--- config.mk ---
export PLATFORM = sky130hd
export DESIGN_NAME = csa_accum_sequencer
export DESIGN_NICKNAME = d
export VERILOG_FILES = /design/src/rtl/csa_accum_sequencer.sv
export SDC_FILE = /design/constraint.sdc
export NUM_CORES = 1
export LEC_CHECK = 0
export BUFFER_PORTS_ARGS = -buffer_cell sky130_fd_sc_hd__buf_2
export CELL_PAD_IN_SITES_DETAIL_PLACEMENT = 0
export CELL_PAD_IN_SITES_GLOBAL_PLACEMENT = 2
export CORE_UTILIZATION = 25
export DETAILED_ROUTE_END_ITERATION = 10
export PLACE_DENSITY = 0.67
export SLEW_MARGIN = 10
export SYNTH_ARGS = -nofsm -noshare
export SYNTH_HDL_FRONTEND = slang
export SYNTH_SLANG_ARGS = --single-unit
--- constraint.sdc ---
create_clock -name clk -period 3.1 [get_ports clk]
set_input_delay 0.31 -clock clk [delete_from_list [all_inputs] [get_ports clk]]
set_output_delay 0.31 -clock clk [all_outputs]
set_load 0.02 [all_outputs]
--- src/rtl/csa_accum_sequencer.sv ---
// ----------------------------------------------------------------------------
// csa_accum_sequencer
//
// Purpose:
//   Sums a job of num_ops operands (1..MAX_OPS), each WIDTH bits wide, using a
//   3:2 carry-save adder stage. The running total is kept in redundant form
//   (sum register S, carry register C). One operand is folded in per accepted
//   beat. At the end a single carry-propagate add resolves S+C into the
//   result. The result is then offered on a valid/ready output handshake.
//
// Optional build macro:
//   CSA_EARLY_RESOLVE_EN
//     Defined   : the RESOLVE cycle is skipped. On the last accepted beat the
//                 result is computed directly as (S^C^X) + (maj(S,C,X) << 1).
//                 out_valid rises one cycle after the last-accept edge.
//     Undefined : four-state flow IDLE -> ACCUM -> RESOLVE -> DONE, giving a
//                 latency of two cycles.
//   Both builds produce identical results.
//
// Ports:
//   clk        in   1      clock, rising edge
//   rst        in   1      asynchronous active-high reset
//   start      in   1      job request, sampled only in IDLE
//   num_ops    in   CNT_W  operand count, sampled with start
//   busy       out  1      high in every state except IDLE
//   err        out  1      one-cycle pulse after start is sampled with a bad count
//   in_valid   in   1      operand present
//   in_data    in   WIDTH  operand, zero-extended to ACC_W
//   in_ready   out  1      high only in ACCUM
//   out_valid  out  1      result valid, high only in DONE
//   out_ready  in   1      consumer accepts the result
//   result     out  ACC_W  final sum, held between jobs
// ----------------------------------------------------------------------------
module csa_accum_sequencer #(
  parameter int WIDTH   = 4,
  parameter int MAX_OPS = 8,
  parameter int CNT_W   = 4,
  parameter int ACC_W   = 7
) (
  input  logic             clk,
  input  logic             rst,
  input  logic             start,
  input  logic [CNT_W-1:0] num_ops,
  output logic             busy,
  output logic             err,
  input  logic             in_valid,
  input  logic [WIDTH-1:0] in_data,
  output logic             in_ready,
  output logic             out_valid,
  input  logic             out_ready,
  output logic [ACC_W-1:0] result
);

  typedef enum logic [1:0] {
    IDLE    = 2'd0,
    ACCUM   = 2'd1,
    RESOLVE = 2'd2,
    DONE    = 2'd3
  } state_t;

  state_t           state_reg;
  state_t           state_next;

  logic [ACC_W-1:0] s_reg;
  logic [ACC_W-1:0] c_reg;
  logic [ACC_W-1:0] result_reg;
  logic [CNT_W-1:0] cnt_reg;
  logic             err_reg;

  logic [ACC_W-1:0] x_ext;
  logic [ACC_W-1:0] sum_next;
  logic [ACC_W-1:0] carry_next;
  logic             num_ok;
  logic             accept;
  logic             last_beat;

  assign x_ext = {{(ACC_W-WIDTH){1'b0}}, in_data};

  // Bitwise 3:2 compression. Each majority bit is shifted up one position.
  // The majority of the top bit falls off the end. That bit can never be set,
  // because the true total always fits in ACC_W bits.
  assign carry_next[0] = 1'b0;
  generate
    for (genvar gi = 0; gi < ACC_W; gi++) begin : g_csa
      assign sum_next[gi] = s_reg[gi] ^ c_reg[gi] ^ x_ext[gi];
      if (gi < ACC_W-1) begin : g_carry
        assign carry_next[gi+1] = (s_reg[gi] & c_reg[gi]) |
                                  (s_reg[gi] & x_ext[gi]) |
                                  (c_reg[gi] & x_ext[gi]);
      end
    end
  endgenerate

  assign num_ok    = (num_ops != '0) && (num_ops <= CNT_W'(MAX_OPS));
  assign accept    = (state_reg == ACCUM) && in_valid;
  assign last_beat = accept && (cnt_reg == CNT_W'(1));

  assign busy      = (state_reg != IDLE);
  assign in_ready  = (state_reg == ACCUM);
  assign out_valid = (state_reg == DONE);
  assign err       = err_reg;
  assign result    = result_reg;

  // State register
  always_ff @(posedge clk or posedge rst) begin
    if (rst) begin
      state_reg <= IDLE;
    end else begin
      state_reg <= state_next;
    end
  end

  // Next-state logic
  always_comb begin
    state_next = state_reg;
    case (state_reg)
      IDLE: begin
        if (start && num_ok) begin
          state_next = ACCUM;
        end
      end
      ACCUM: begin
        if (last_beat) begin
`ifdef CSA_EARLY_RESOLVE_EN
          state_next = DONE;
`else
          state_next = RESOLVE;
`endif
        end
      end
      RESOLVE: begin
        state_next = DONE;
      end
      DONE: begin
        if (out_ready) begin
          state_next = IDLE;
        end
      end
      default: begin
        state_next = IDLE;
      end
    endcase
  end

  // Datapath: redundant accumulator, operand counter, result and err pulse.
  always_ff @(posedge clk or posedge rst) begin
    if (rst) begin
      s_reg      <= '0;
      c_reg      <= '0;
      cnt_reg    <= '0;
      result_reg <= '0;
      err_reg    <= 1'b0;
    end else begin
      // err is registered, so it lasts one cycle per sampled bad request.
      err_reg <= (state_reg == IDLE) && start && !num_ok;
      case (state_reg)
        IDLE: begin
          if (start && num_ok) begin
            cnt_reg <= num_ops;
            s_reg   <= '0;
            c_reg   <= '0;
          end
        end
        ACCUM: begin
          if (accept) begin
            s_reg   <= sum_next;
            c_reg   <= carry_next;
            cnt_reg <= cnt_reg - CNT_W'(1);
`ifdef CSA_EARLY_RESOLVE_EN
            // Resolve the post-beat redundant pair in the same cycle.
            if (last_beat) begin
              result_reg <= sum_next + carry_next;
            end
`endif
          end
        end
        RESOLVE: begin
          // Single carry-propagate add. It wraps modulo 2^ACC_W, but the total
          // cannot overflow.
          result_reg <= s_reg + c_reg;
        end
        default: begin
        end
      endcase
    end
  end

endmodule

# After elaboration in Yosys (flattened, before gate mapping)
# Cells that the tools add are included.
dict set report totals {
  reg_bits 28
  in_bits 13
  output_inout_bits 11
  elab_cells 75
}
dict set report classes {
  addsub 2
  order_cmp 1
  n_eq_ne 8
  n_mux 12
  n_bitwise 33
  reduce_logical 13
}
# cell n
set ops {}
lappend ops {{case mux 7 bit (2 select lines)} 2}
lappend ops {{two-way mux 7 bit} 3}
lappend ops {{bitwise AND 1 bit} 14}
lappend ops {{bitwise XOR 1 bit} 11}
lappend ops {{two-way mux 4 bit} 2}
lappend ops {{bitwise OR 1 bit} 8}
lappend ops {{case mux 2 bit (4 select lines)} 1}
lappend ops {{case mux 4 bit (2 select lines)} 1}
lappend ops {{adder 7 bit} 1}
lappend ops {{logical AND 1 bit} 6}
lappend ops {{two-way mux 2 bit} 3}
lappend ops {{!= test 2 x 1 -> 1 bit, second input constant} 3}
lappend ops {{AND reduction 3 bit} 2}
lappend ops {{== test 2 bit, second input constant} 2}
lappend ops {{== test 4 x 1 -> 1 bit, second input constant} 1}
lappend ops {{less-or-equal comparator 4 bit, second input constant} 1}
lappend ops {{nonzero test 2 bit} 2}
lappend ops {{nonzero test 4 bit} 1}
lappend ops {{subtractor 4 x 1 -> 4 bit, second input constant} 1}
lappend ops {{== test 2 x 1 -> 1 bit, second input constant} 1}
lappend ops {{logical NOT 2 bit} 1}
lappend ops {{!= test 2 bit, second input constant} 1}
lappend ops {{logical NOT 1 bit} 1}

# Logic depth before layout (Yosys ltp)
# Gate-level depths: netlist (run 1).
dict set report logic_depth {
  word_depth 5
  depth_mapped 8
  depth_no_buf 7
}

# Least setup slack after synthesis (run 1)
# Ideal clock, no wire load.
dict set report synth_path {
  path_type {register to register}
  from {register state_reg[1]}
  to {register c_reg[1]}
  setup_time_ns 0.126
  arrival_ns 1.754
  required_time_ns 2.974
  slack_ns 1.220
  path_stages_with_launch 8
  path_cell_list {dfrtp_1 inv_1 ha_1 clkbuf_1 mux2_2 o2111ai_4 buf_6 o21ai_0}
}
dict set report synth_between {
  elab_chain_len 4
}
# element line
set synth_rtl {}
lappend synth_rtl {{start, declared} 61} ;# state_t state_reg;
lappend synth_rtl {{start signal, assigned} 109} ;# state_reg <= state_next;
lappend synth_rtl {{== test 2 x 1 -> 1 bit *} --}
lappend synth_rtl {{named net in_ready} 48} ;# output logic in_ready,
lappend synth_rtl {{logical AND 1 bit} 95} ;# assign accept = (state_reg == ACCUM) && in_valid;
lappend synth_rtl {{!= test 2 x 1 -> 1 bit (no source line)} --}
lappend synth_rtl {{AND reduction 3 bit (no source line)} --}
lappend synth_rtl {{end signal, assigned} 167} ;# c_reg <= carry_next;
lappend synth_rtl {{end, declared} 65} ;# logic [ACC_W-1:0] c_reg;
# Mark *: on every way through the listed nets, which the timed path passes. The rest lies on a longest branch.
# A chain may end at the register's enable or synchronous reset.

# Worst setup path in the final report (run 1)
dict set report layout_path {
  from {register state_reg[0]}
  to {register s_reg[5]}
}
dict set report layout_between {
  elab_chain_len 4
}
# element line
set layout_rtl {}
lappend layout_rtl {{== test 2 x 1 -> 1 bit} {95, 156}}
lappend layout_rtl {{logical AND 1 bit} 95}
lappend layout_rtl {{!= test 2 x 1 -> 1 bit (no source line)} --}
lappend layout_rtl {{AND reduction 3 bit (no source line)} --}
lappend layout_rtl {{end signal, assigned} 166} ;# s_reg <= sum_next;
lappend layout_rtl {{end, declared} 64} ;# logic [ACC_W-1:0] s_reg;
# Parallel ways exist; a longest one is shown, timed or not.

==> summary.md, run 1 <==
| Metric | Value |
|---|---|
| CP max FO | `27` |
| Final setup TNS | `0 ns` |
| WP data required | `3.24 ns` |
| Post-synthesis sequential area ratio | `0.407` |
| Layout cells sized above 1 | `0.204` |
| Post-synth top cells | `nand2_1, dfrtp_1, o21ai_0` |
| Clk Latency, worst-skew pair | `0.28 ns` |
| Die Width | `83.5 um` |
| Post-CTS sizing | `0` |
| Slew margin rel. | `0.557` |
| Number of I/O pins | `24` |
| Post-synthesis area per instance | `9.60 sq um` |
| Multi-input logic area | `906 sq um` |
| Worst Path Arrival | `2.11 ns` |
| Antenna cell count | `0` |
| Routed vias/inst | `4.55` |
| Synth cell types | `39` |
| Clk root buf | `clkbuf_8` |
| # rows | `29` |
| Crit path launch type | `flop` |
| Synth area leaders | `dfrtp_1, ha_1, nand2_1` |
| Min-delay worst type | `primary input to asynchronous set/reset pin` |
| Post-synthesis net count | `203` |
| Maximum VDD drop | `0.236 mV` |
| Area leader, netlist | `dfrtp_1` |
| Number of synthesized flops with an enable pin | `0` |
| Min Hold Slack | `0.0749 ns` |
| CTS Sinks | `27` |
| Synth Warn # | `0` |
| CTS tree | `built` |
| Reg area | `676 sq um` |
| Synth top area share | `0.407` |
| Postcts setup bufs | `0` |
| Clock transition at the registers of the reported paths | `0.10 ns` |
| Synth async-reset ratio | `1.00` |
| Buffers added on ports | `23` |
| Endpoints failing setup | `0` |
| Grt ovf | `0` |
| Crit. End Element | `flop` |
| Max Root-Sink Buffers | `2` |
| Post-DP HPWL | `2540 um` |
| Largest net degree at the start of global routing | `28` |
| Hold Fails Final Rpt | `0` |
| Die H | `83.5 um` |
| Power per Cell Area | `773 nW/um^2` |
| Most common cell in the netlist | `nand2_1` |
| Final worst path period need | `1.97 ns` |
| RSZ-0062 raised after global routing | `no` |
| First-pass GRT wire length | `5840 um` |
| First-pass DRT Iterations | `4` |
| Initial Utilization | `0.260` |
| Via count | `1242` |
| Maximum capacitance violations | `0` |
| Pleak | `0.895 nW` |
| Final period util | `0.636` |
| Number of global-route vias before repair | `1277` |
| Clock skew | `0.00336 ns` |
| Drt wl/cell | `12.5 um` |
| DRT iter0 DRCs | `53` |
| Worst slew pin tran | `0.664 ns` |
| Fill cell count | `696` |
| DRC Markers | `0` |
| Final GP Congestion | `0.699` |
| Pins Over Slew Limit | `0` |
| Clock buffer count from CTS | `3` |
| Ys flop type | `dfrtp_1` |
| H-tree level count | `1` |
| Die area | `6970 sq um` |
| CORE AREA | `6390 sq um` |
| Reg-to-reg slack, setup | `1.13 ns` |
| Start point of the critical path | `state_reg[0]` |
| Post-cts hold buffer count | `0` |
| Aggregate global-route resource usage | `0.106` |
| Syn-to-layout area delta | `14.5%` |
| Post-Route WL | `3400 um` |
| Layout net count | `227` |
| DRT antenna net count | `0` |
| Status | `complete, no violations` |
| Initial antenna violation count | `0` |
| Post-synthesis cell area | `1660 sq um` |
| Reg2reg start | `state_reg[0]` |
| Synth Register Bits | `27` |
| Fmax | `0.508 GHz` |
| R2R cell count | `5` |
| Setup Crit Path Kind | `flop to flop` |
| R2R Path End | `s_reg[5]` |
| Mapped Cells | `173` |
[worst max-delay path, cell delays in order, from the launching register on]
cell	delay (ns)
dfrtp_1	0.41
inv_1	0.12
ha_1	0.34
inv_1	0.16
o2111ai_4	0.59
o21ai_0	0.20
[area by class of cell]
cell class,instances,share of cell area
multi-input cells,129,0.476
clock inverters,1,0.00395
inverters,10,0.0197
repair buffers,26,0.0724
clock buffers,3,0.0217
well taps,77,0.0507
flip-flops and latches,27,0.355
[cells by family (layout without fill, tap and decap cells)]
logic type                 Yosys count  count (layout)  synth area share
and+or+nand+nor                     61              61             0.171
AOI/OAI and AO/OA                   43              43             0.178
DFF                                 27              27             0.407
adders and majority gates           17              17             0.146
buffers and inverters               17              40            0.0475
muxes                                6               6            0.0399
xor gates and xnor gates             2               2            0.0106
[stage by stage]
step / std cells / cell area, sq um / util / total power, mW / worst slack (ns)
after floorplan: 173 / 1660 / - / 1.11 / 1.22
after global placement: 269 / 1850 / 0.290 / 1.28 / 1.10
after detailed placement: 269 / 1850 / 0.290 / 1.28 / 1.10
after CTS: 273 / 1900 / 0.298 / 1.50 / 1.08
after global routing: 273 / 1900 / 0.298 / 1.62 / 0.889
final: 273 / 1900 / 0.298 / 1.47 / 1.13
[layer usage]
layer	GRT usage	routed length (um)	vias to the layer above	share of wire
met5	0	0	-	0
met3	0.0168	55	2	0.016
met1	0.134	1670	576	0.49
met2	0.181	1640	9	0.48
li1	-	-	655	-
met4	0.0416	35	0	0.010
[where the power goes]
part / internal (mW) / switching, mW
registers: 0.451 / 0.0782
clock network: 0.0914 / 0.122
logic: 0.274 / 0.453
[layout by cell type, fill, tap and decap left out, types with 4 or more instances in the layout]
cell	instances
a21oi_1	6
buf_2	23
dfrtp_1	27
fa_1	4
ha_1	13
inv_1	10
mux2_2	5
nand2_1	34
nor2_1	7
o21ai_0	18
[how the worst max path moves through the flow]
stage | end | slack [ns]
floorplan | c_reg[1] | 1.22
global placement | s_reg[0] | 1.10
detailed placement | s_reg[0] | 1.10
CTS | s_reg[0] | 1.08
global route | cnt_reg[3] | 0.89
finish | s_reg[5] | 1.13
No activity file was read; power rests on OpenSTA's default activity.
==> inputs of run 2 (changes only) <==
Clock period 3.1 ns to 1.9 ns, I/O delays scaled along.
==> summary.md, run 2 (synthesis gave the netlist of run 1 again) <==
| Metric | Value |
|---|---|
| Status | `complete, no violations` |
| Worst slew pin tran | `0.587 ns` |
| CTS Sinks | `27` |
| Clock buffer count from CTS | `3` |
| Commonest non-fill, non-tap cells in the layout | `nand2_1, dfrtp_1, buf_2` |
| Maximum VDD drop | `0.433 mV` |
| Number of I/O pins | `24` |
| CP max FO | `5` |
| Final period util | `0.913` |
| Clock transition at the registers of the reported paths | `0.10 ns` |
| Post-layout util | `0.306` |
| Drt wl/cell | `13.2 um` |
| Crit. End Element | `flop` |
| DRT iter0 DRCs | `59` |
| Clk Latency, worst-skew pair | `0.28 ns` |
| Min-delay worst type | `primary input to flop` |
| Crit path launch type | `flop` |
| Met2 usage | `0.191` |
| CTS tree | `built` |
| Post-Route WL | `3680 um` |
| First-pass GRT wire length | `6370 um` |
| Die H | `83.5 um` |
| Layout cells sized above 1 | `0.224` |
| Syn-to-layout area delta | `17.9%` |
| Postcts setup bufs | `0` |
| Clock skew | `0.00682 ns` |
| Power per Cell Area | `1290 nW/um^2` |
| H-tree level count | `1` |
| Via count | `1291` |
| Pleak | `0.923 nW` |
| Die Width | `83.5 um` |
| Max Root-Sink Buffers | `2` |
| Final worst path period need | `1.73 ns` |
| CORE AREA | `6390 sq um` |
| Grt ovf | `0` |
| DRT antenna net count | `0` |
| Pre-CTS WS | `0.114 ns` |
| Fmax | `0.577 GHz` |
| Maximum capacitance violations | `0` |
| Placement-stage cell area | `1900 sq um` |
| Initial Utilization | `0.260` |
| Antenna cell count | `0` |
| RSZ-0062 raised after global routing | `no` |
| Pins Over Slew Limit | `0` |
| Number of global-route vias before repair | `1304` |
| Busiest layer in global routing | `met2` |
| Layout net count | `232` |
| Dpl cells | `273` |
| Buffers added on ports | `23` |
| Final setup TNS | `0 ns` |
| Clk root buf | `clkbuf_8` |
| Endpoints failing setup | `0` |
| Final Instance Count excl. Fillers | `278` |
| Commonest non-fill, non-tap cell in the layout | `nand2_1` |
| Hold Fails Final Rpt | `0` |
| Min Hold Slack | `0.242 ns` |
| Final GP Congestion | `0.754` |
| GR Util met1 | `0.152` |
| Aggregate global-route resource usage | `0.114` |
| Routed vias/inst | `4.64` |
| Largest net degree at the start of global routing | `28` |
| Worst setup margin | `0.166 ns` |
| Post-DP HPWL | `2710 um` |
| WP data required | `2.08 ns` |
| Overall Power | `2.52 mW` |
| Die area | `6970 sq um` |
| Hold depth | `3` |
| Initial antenna violation count | `0` |
| Fin area | `1960 sq um` |
| Setup Crit Path Kind | `flop to flop` |
| DRC Markers | `0` |
| # rows | `29` |
| Slew margin rel. | `0.604` |
| First-pass DRT Iterations | `4` |
| R2R cell count | `6` |
| Met3 Usage GRT | `0.0138` |
| Worst Path Arrival | `1.91 ns` |
==> run 2: worst paths after layout <==
check,endpoint,startpoint,slack [ns]
worst min register to register,result[5],result[5],0.49
min in group asynchronous,result[5],rst,0.52
max in group asynchronous,cnt_reg[3],rst,1.10
worst max-delay path,cnt_reg[3],state_reg[1],0.17
worst min-delay path,err,start,0.24
worst max register to register,cnt_reg[3],state_reg[1],0.17
==> run 2: critical path, cell delays in order, from the launching register on <==
cell and delay [ns]:
dfrtp_1 0.43, inv_1 0.12, ha_1 0.28, nand2_1 0.10, o41ai_1 0.30, a21oi_1 0.11, nor4_1 0.30
==> run 2: layer usage <==
layer  part of all wire  vias up
met5                  0        -
met4              0.018        0
met3              0.027        8
met2               0.47       29
met1               0.49      593
li1                   -      661
==> run 2: cell type report <==
cell class / count / area, sq um
Timing Repair Buffer: 31 / 190
Multi-Input combinational cell: 129 / 908
Sequential cell: 27 / 676
Clock inverter: 1 / 7.51
Clock buffer: 3 / 41.3
Tap cell: 77 / 96.3
Fill cell: 690 / 4430
Inverter: 10 / 37.5
==> run 2: repair_timing <==
item	in CTS	in global routing
resized for setup	0	1
endpoints found under the setup margin	0	4
hold buffers	1	0
endpoints found under the hold margin	27	0
==> run 2: where the power goes <==
part,switching [mW],internal [mW],total [mW]
registers,0.131,0.735,0.866
clock network,0.208,0.149,0.358
logic,0.769,0.530,1.30
